==> src/rtl/gate_arb_311.sv <==
// Round-robin arbiter sharing one registered bitwise gate unit (NOT/OR/AND/NAND/NOR/XOR/XNOR/BUF) among four requesters.
// Latency: request sampled in IDLE at edge k, result/ack valid for the single cycle between edges k+1 and k+2.
// Backpressure: requesters hold req until ack; one service per 3 cycles, losers stay pending, no req->output comb path.
module gate_arb_311 #(
  parameter int WIDTH = 4
) (
  input  logic               clk_311,
  input  logic               rst_n_311,
  input  logic [3:0]         req_311,
  input  logic [11:0]        op_311,
  input  logic [4*WIDTH-1:0] a_311,
  input  logic [4*WIDTH-1:0] b_311,
  output logic [3:0]         ack_311,
  output logic               rsp_valid_311,
  output logic [1:0]         rsp_id_311,
  output logic [WIDTH-1:0]   result_311,
  output logic               busy_311
);

  typedef enum logic [1:0] {
    S_IDLE = 2'd0,
    S_EXEC = 2'd1,
    S_RESP = 2'd2
  } state_t;

  localparam logic [2:0] OP_NOT  = 3'd0;
  localparam logic [2:0] OP_OR   = 3'd1;
  localparam logic [2:0] OP_AND  = 3'd2;
  localparam logic [2:0] OP_NAND = 3'd3;
  localparam logic [2:0] OP_NOR  = 3'd4;
  localparam logic [2:0] OP_XOR  = 3'd5;
  localparam logic [2:0] OP_XNOR = 3'd6;

  state_t           r_state;
  state_t           w_state_nxt;
  logic [1:0]       r_ptr;
  logic [1:0]       r_gnt_id;
  logic [1:0]       r_rsp_id;
  logic [2:0]       r_op;
  logic [WIDTH-1:0] r_a;
  logic [WIDTH-1:0] r_b;
  logic [WIDTH-1:0] r_result;

  logic [1:0]       w_idx [4];
  logic             w_found;
  logic [1:0]       w_winner;
  logic [2:0]       w_sel_op;
  logic [WIDTH-1:0] w_sel_a;
  logic [WIDTH-1:0] w_sel_b;
  logic [WIDTH-1:0] w_alu;

  // Candidate indices in search order: ptr, ptr+1, ptr+2, ptr+3 (mod 4 via 2-bit wrap).
  always_comb begin
    for (int k = 0; k < 4; k++) begin
      w_idx[k] = r_ptr + 2'(k);
    end
  end

  // Round-robin pick: scan from the far end so the candidate closest to ptr wins.
  always_comb begin
    w_found  = 1'b0;
    w_winner = r_ptr;
    for (int k = 3; k >= 0; k--) begin
      if (req_311[w_idx[k]]) begin
        w_found  = 1'b1;
        w_winner = w_idx[k];
      end
    end
  end

  // Mux the winner's opcode and operands for capture at grant.
  always_comb begin
    w_sel_op = op_311[3*int'(w_winner) +: 3];
    w_sel_a  = a_311[WIDTH*int'(w_winner) +: WIDTH];
    w_sel_b  = b_311[WIDTH*int'(w_winner) +: WIDTH];
  end

  // Bitwise gate function on the latched operands only.
  always_comb begin
    w_alu = r_a;
    case (r_op)
      OP_NOT:  w_alu = ~r_a;
      OP_OR:   w_alu = r_a | r_b;
      OP_AND:  w_alu = r_a & r_b;
      OP_NAND: w_alu = ~(r_a & r_b);
      OP_NOR:  w_alu = ~(r_a | r_b);
      OP_XOR:  w_alu = r_a ^ r_b;
      OP_XNOR: w_alu = ~(r_a ^ r_b);
      default: w_alu = r_a;
    endcase
  end

  // State register.
  always_ff @(posedge clk_311 or negedge rst_n_311) begin
    if (!rst_n_311) begin
      r_state <= S_IDLE;
    end else begin
      r_state <= w_state_nxt;
    end
  end

  // Next-state logic: IDLE waits for any request, EXEC and RESP are one cycle each.
  always_comb begin
    w_state_nxt = r_state;
    case (r_state)
      S_IDLE:  if (w_found) w_state_nxt = S_EXEC;
      S_EXEC:  w_state_nxt = S_RESP;
      S_RESP:  w_state_nxt = S_IDLE;
      default: w_state_nxt = S_IDLE;
    endcase
  end

  // Datapath: capture at grant, evaluate in EXEC, advance ptr only on a completed service.
  always_ff @(posedge clk_311 or negedge rst_n_311) begin
    if (!rst_n_311) begin
      r_ptr    <= 2'd0;
      r_gnt_id <= 2'd0;
      r_rsp_id <= 2'd0;
      r_op     <= 3'd0;
      r_a      <= '0;
      r_b      <= '0;
      r_result <= '0;
    end else begin
      case (r_state)
        S_IDLE: begin
          if (w_found) begin
            r_gnt_id <= w_winner;
            r_op     <= w_sel_op;
            r_a      <= w_sel_a;
            r_b      <= w_sel_b;
          end
        end
        S_EXEC: begin
          r_result <= w_alu;
          r_rsp_id <= r_gnt_id;
        end
        S_RESP: begin
          r_ptr <= r_gnt_id + 2'd1;
        end
        default: begin
          r_ptr <= r_ptr;
        end
      endcase
    end
  end

  // Handshake outputs decoded purely from registered state.
  always_comb begin
    rsp_valid_311 = (r_state == S_RESP);
    busy_311      = (r_state != S_IDLE);
    ack_311       = rsp_valid_311 ? (4'b0001 << r_gnt_id) : 4'b0000;
  end

  assign rsp_id_311 = r_rsp_id;
  assign result_311 = r_result;

endmodule
==> config.mk <==
export PLATFORM = sky130hd
export DESIGN_NAME = gate_arb_311
export DESIGN_NICKNAME = d
export VERILOG_FILES = /design/src/rtl/gate_arb_311.sv
export SDC_FILE = /design/constraint.sdc
export NUM_CORES = 1
export LEC_CHECK = 0
export ABC_AREA = 1
export CORE_ASPECT_RATIO = 0.5
export CORE_MARGIN = 2
export CORE_UTILIZATION = 45
export DETAILED_ROUTE_END_ITERATION = 8
export HOLD_SLACK_MARGIN = 0.15
export PLACE_DENSITY = 0.78
export SYNTH_ARGS = -nofsm -noshare
export SYNTH_HDL_FRONTEND = slang
export SYNTH_SLANG_ARGS = --single-unit
==> constraint.sdc <==
create_clock -name clk_311 -period 2.7 [get_ports clk_311]
set_input_delay 0.54 -clock clk_311 [delete_from_list [all_inputs] [get_ports clk_311]]
set_output_delay 0.54 -clock clk_311 [all_outputs]
set_load 0.05 [all_outputs]
==> results of run 1 <==
-- state kept, by name, indices dropped and copies added, names as in the netlist --
register	cells
r_a	4
r_state	2
r_b	4
result_311	4
r_ptr	2
r_gnt_id	2
r_op	3
rsp_id_311	2
-- power by group --
group	leakage (nW)	switching (mW)	internal [mW]
logic	1.01	1.78	0.912
registers	0.280	0.181	0.530
clock network	0.0255	0.104	0.103
-- cells in the mapped netlist, drive strengths merged --
cell type / instances / area [µm²]
o221ai: 1 / 8.76
nor3: 3 / 15.0
ha: 12 / 150
or2: 1 / 6.26
a21oi: 4 / 20.0
buf: 10 / 77.6
nand4: 2 / 27.5
nand2: 104 / 433
inv: 38 / 148
dfrtp: 23 / 576
clkbuf: 1 / 3.75
nor2: 20 / 77.6
o41ai: 2 / 17.5
o21ai: 10 / 50.1
o2111ai: 2 / 17.5
nand3: 62 / 325
clkinv: 2 / 7.51
o22ai: 3 / 18.8
nor4: 2 / 12.5
-- layout by cell type (no fill, tap or decap) --
| cell type | instances |
|---|---|
| nand2_1 | 93 |
| nor3_1 | 3 |
| o221ai_1 | 1 |
| clkinv_2 | 1 |
| clkinv_1 | 2 |
| buf_4 | 4 |
| a21oi_1 | 4 |
| dfrtp_1 | 23 |
| inv_6 | 1 |
| clkdlybuf4s50_1 | 61 |
| inv_2 | 5 |
| nand2_4 | 3 |
| nand2_2 | 8 |
| clkbuf_8 | 3 |
| nand4_1 | 1 |
| nor2_1 | 19 |
| nor2_2 | 1 |
| o22ai_1 | 3 |
| nor4_1 | 2 |
| nand3_2 | 3 |
| ha_1 | 12 |
| inv_1 | 32 |
| o2111ai_1 | 2 |
| o41ai_1 | 2 |
| o21ai_0 | 10 |
| or2_2 | 1 |
| nand4_4 | 1 |
| nand3_1 | 59 |
-- critical path: stages (launching register included) --
cell and delay (ns):
dfrtp_1 0.41, inv_1 0.17, ha_1 0.19, inv_1 0.04, nor2_1 0.10, clkdlybuf4s50_1 0.82
-- layout make-up --
cell class,count,area share
clock buffer,3,0.0155
clock inverter,1,0.00188
inverter,40,0.0581
multi-input combinational,228,0.442
sequential,23,0.216
tap,57,0.0267
timing repair buffer,65,0.240
-- kinds of logic after synthesis --
| kind of cell | count (synthesis) | synth area share |
|---|---|---|
| AO/OA/AOI/OAI | 22 | 0.0666 |
| adder cells (fa/ha/maj) | 12 | 0.0754 |
| buffers and inverters | 51 | 0.119 |
| flip-flops | 23 | 0.289 |
| AND/OR/NAND/NOR | 194 | 0.450 |
-- per-layer routing --
metal,vias to the layer above,share of wire,GRT usage
met3,8,0.047,0.0328
met2,61,0.47,0.345
met1,992,0.47,0.303
met5,-,0,0
li1,1094,-,-
met4,0,0.013,0.0440
-- how the worst max path moves through the flow --
stage,from,to,slack (ns),depth (start not counted)
4_1_cts,r_gnt_id[0],ack_311[0],0.17,5
2_1_floorplan,r_state[1],ack_311[0],0.09,4
5_1_grt,r_gnt_id[0],ack_311[0],0.07,5
3_3_place_gp,req_311[0],r_a[3],0.25,14
3_5_place_dp,req_311[3],r_b[3],0.16,13
6_report,r_gnt_id[0],ack_311[0],0.18,5
==> results_dict.tcl, run 1 <==
set metrics [dict create \
    r2r-end "r_b[3]" \
    clock_latency_ns 0.26 \
    timing.rr.start "r_ptr[0]" \
    crit_required_ns 2.16 \
    via_per_inst 5.17 \
    drv_cap 0 \
    dp_cells 413 \
    slew_headroom 0.650 \
    crit_path_max_fanout 5 \
    crit_path_end_kind "output port" \
    vdd_drop_max_mv 0.829 \
    antenna_found_initial 0 \
    htree_levels 1 \
    dr.pass1.iters 5 \
    ff2ff_path_depth 14 \
    ant_nets 0 \
    fin_area_um2 2670 \
    io_pins 62 \
    regToRegSetupSlack_ns 0.50 \
    min_period_over_period 0.935 \
    clk_pin_slew_ns 0.08 \
    syn_avg_cell_area_um2 6.60 \
    ys_seq_area_frac 0.289 \
    post_cts_buffers 0 \
    drc 0 \
    power_mw 3.61 \
    worst_slew_pin_slew_ns 0.521 \
    cts-resized-gates 0 \
    fin_worst_skew_ns 0.00110 \
    outcome "complete, no violations" \
    fin_crit_ns 2.52 \
    wl_per_cell_um 12.8 \
    hold_end "rsp_id_311[1]" \
    ys_warn_count 0 \
    final.setup.tns_ns 0 \
    setup-violations-final 0 \
    hp-start "rsp_id_311[1]" \
    place.gp.congestion 0.906 \
    io_buffer_count 61 \
    root_buffer "clkbuf_8" \
    die_x_um 98.1 \
    overflow 0 \
    cts_tree "built" \
    dp_hpwl_um 4330 \
    timing.hold.ws_ns 0.492 \
    grt_pass1_wl_um 8590 \
    nets 423 \
    hold_viol_final 0 \
    rsz0062_at_grt "false" \
    start_util 0.461 \
    drt_iter0_markers 141 \
    clk_path_buf_depth 2 \
    p_leak_nw 1.31 \
    drv_slew 0 \
    synth_seq_cells 23 \
    netlist_area_um2 1990 \
    grt_use_total 0.212 \
    final_cells 417 \
    start_kind "register" \
    fill_cells 395 \
    antenna_cells 0 \
    clock_sinks 23 \
    numCtsBuffers 3 \
    dp_slack_ns 0.163 \
    area_growth_pct 34.0 \
    grt_max_degree 24 \
    dieHeight_um 51.0 \
    power.density_nw_per_um2 1350 \
    grt_pass1_vias 1842 \
    rows 17 \
    place_area_um2 2620 \
    vias 2155 \
    wirelength_um 5320 \
    fin_util 0.618 \
    hold_path_class "register to register" \
    syn_nets 364 \
    coreArea_um2 4320 \
    synthDistinctLibCells 28 \
    whs_path_depth 2 \
    worstSetupPathType "register to output port" \
    seq_area_um2 576 \
    arrival_ns 1.98 \
    final.setup.worst_slack_ns 0.176 \
    die_area_um2 5010 \
    fmax_ghz 0.396 \
    synthCells 302 \
    drive_above_1_share 0.0861 \
    multiInputGateArea_um2 1180 \
    hold_buffers 0 \
]
(Power assumes the default switching activity.)
==> run 2: changes to the inputs <==
Settings changed: CELL_PAD_IN_SITES_DETAIL_PLACEMENT from default to 2, CELL_PAD_IN_SITES_GLOBAL_PLACEMENT from default to 2, CORE_UTILIZATION 45 to 26, PLACE_DENSITY 0.78 to default, PLACE_DENSITY_LB_ADDON from default to 0.1.
==> run 2 against run 1 <==
First-iteration DRC count decreased by 38%. Hold slack worse by 0.0092 ns. Cell count is 9.8% higher. Design area grew 3.3%. Maximum frequency grew 5.5%. Sequential power is 2% higher. Die area rose by 68%. Combinational power grew 5%. Register-to-register slack better by 0.13 ns. Utilization fell by 24 points. Largest power group unchanged.
==> results_dict.tcl, run 2 (synthesis gave the netlist of run 1 again) <==
set metrics [dict create \
    final.setup.tns_ns 0 \
    drv_slew 0 \
    grt_use_total 0.181 \
    antenna_found_initial 0 \
    die_area_um2 8420 \
    fmax_ghz 0.418 \
    layout_commonest_cell "nand2_1" \
    cts_tree "built" \
    crit_slowest_cell "clkdlybuf4s50_1" \
    rows 22 \
    clock_sinks 23 \
    crit_required_ns 2.16 \
    grt_pass1_vias 2411 \
    p_sw_mw 2.21 \
    p_leak_nw 1.34 \
    root_buffer "clkbuf_16" \
    drc 0 \
    fin_util 0.374 \
    clock_latency_ns 0.26 \
    fin_crit_ns 2.39 \
    fin_worst_skew_ns 0.00244 \
    nets 425 \
    post_cts_buffers 0 \
    io_buffer_count 61 \
    outcome "complete, no violations" \
    arrival_ns 1.85 \
    path_cells "inv_1 -> nor2_1 -> clkdlybuf4s50_1" \
    crit_path_max_fanout 6 \
    hold_path_class "register to register" \
    drt_iter0_markers 88 \
    drv_cap 0 \
    start_util 0.270 \
    dr.pass1.iters 4 \
    start_kind "register" \
    intPower_mw 1.67 \
    worst_slew_pin_slew_ns 0.651 \
    fill_cells 899 \
    place.gp.congestion 0.819 \
    antenna_cells 0 \
    final_cell_mix "nand2_1, nand3_1, clkdlybuf4s50_1, inv_1, dfrtp_1" \
    clockPowerShare 0.085 \
    via_per_inst 4.81 \
    coreArea_um2 7380 \
    worstSetupPathType "register to output port" \
    cts-resized-gates 0 \
    die_x_um 128 \
    swShare 0.571 \
    ff2ff_path_depth 14 \
    seqPwrFrac 0.187 \
    grt_max_degree 24 \
    grt_pass1_wl_um 12100 \
    cpPeakStageDelay_ns 0.88 \
    io_pins 62 \
    whs_path_depth 2 \
    vdd_drop_max_mv 0.510 \
    min_period_over_period 0.886 \
    rsz0062_at_grt "false" \
    slew_headroom 0.563 \
    wl_per_cell_um 15.8 \
    area_growth_pct 38.4 \
    htree_levels 1 \
    drive_above_1_share 0.102 \
    setup-violations-final 0 \
    vias 2201 \
    clk_path_buf_depth 2 \
    hold_viol_final 0 \
    ant_nets 0 \
    numCtsBuffers 3 \
    dieHeight_um 65.9 \
    wirelength_um 7240 \
    power.density_nw_per_um2 1410 \
    hold_buffers 0 \
    overflow 0 \
    clk_pin_slew_ns 0.06 \
    dp_hpwl_um 5930 \
    crit_path_end_kind "output port" \
    pwr-share-comb 0.729 \
]
run 2: cell types whose count changed in the layout (fill, tap and decap cells not counted), sizes merged:
cell | previous run | this run
clkdlybuf4s50 | 61 | 57
buf | 4 | 10
run 2: critical path, delay by kind of cell, from the launching register on:
kind / cells / cell delay, ns
DFF: 1 / 0.35
and+or+nand+nor: 1 / 0.30
buffers and inverters: 2 / 0.95
run 2: metal layers:
layer | GRT usage | vias up | wire [µm]
li1 | - | 1092 | -
met5 | 0 | - | 0
met3 | 0.0275 | 4 | 110
met4 | 0.0261 | 0 | 62
met2 | 0.334 | 19 | 3690
met1 | 0.231 | 1086 | 3370
run 2: area by class of cell:
class / instances / area [µm²] / area share
tap: 96 / 120 / 0.0436
inverter: 40 / 155 / 0.0563
clock inverter: 1 / 5.00 / 0.00182
timing repair buffer: 67 / 646 / 0.234
multi-input combinational: 228 / 1180 / 0.428
clock buffer: 3 / 75.1 / 0.0272
sequential: 23 / 576 / 0.209
run 2: path summary, 6_finish.rpt:
path / end / slack [ns] / startpoint
max in group asynchronous: r_a[0] / 1.79 / rst_n_311
worst max register to register: r_b[3] / 0.63 / r_ptr[0]
worst min-delay path: result_311[0] / 0.48 / result_311[0]
worst min register to register: result_311[0] / 0.48 / result_311[0]
min in group asynchronous: rsp_id_311[0] / 0.65 / rst_n_311
worst max-delay path: rsp_valid_311 / 0.31 / r_state[1]
run 2: power groups by stage:
stage                     Clock (mW)  Combinational [mW]  Sequential [mW]
final                          0.328                2.83            0.723
after global routing           0.355                3.23            0.756
after CTS                      0.341                2.88            0.724
after detailed placement           0                2.84            0.727
after global placement             0                2.73            0.713
after floorplan                    0                2.03            0.781
run 2: per-stage QoR:
stage / hold WS [ns] / total power, mW / cells / setup slack, ns / area, µm²
floorplan: 0.244 / 2.81 / 302 / 0.0899 / 1990
global placement: 0.463 / 3.44 / 454 / 0.358 / 2680
detailed placement: 0.477 / 3.57 / 454 / 0.265 / 2680
CTS: 0.494 / 3.94 / 458 / 0.282 / 2760
global route: 0.536 / 4.34 / 458 / 0.190 / 2760
finish: 0.483 / 3.88 / 458 / 0.307 / 2760
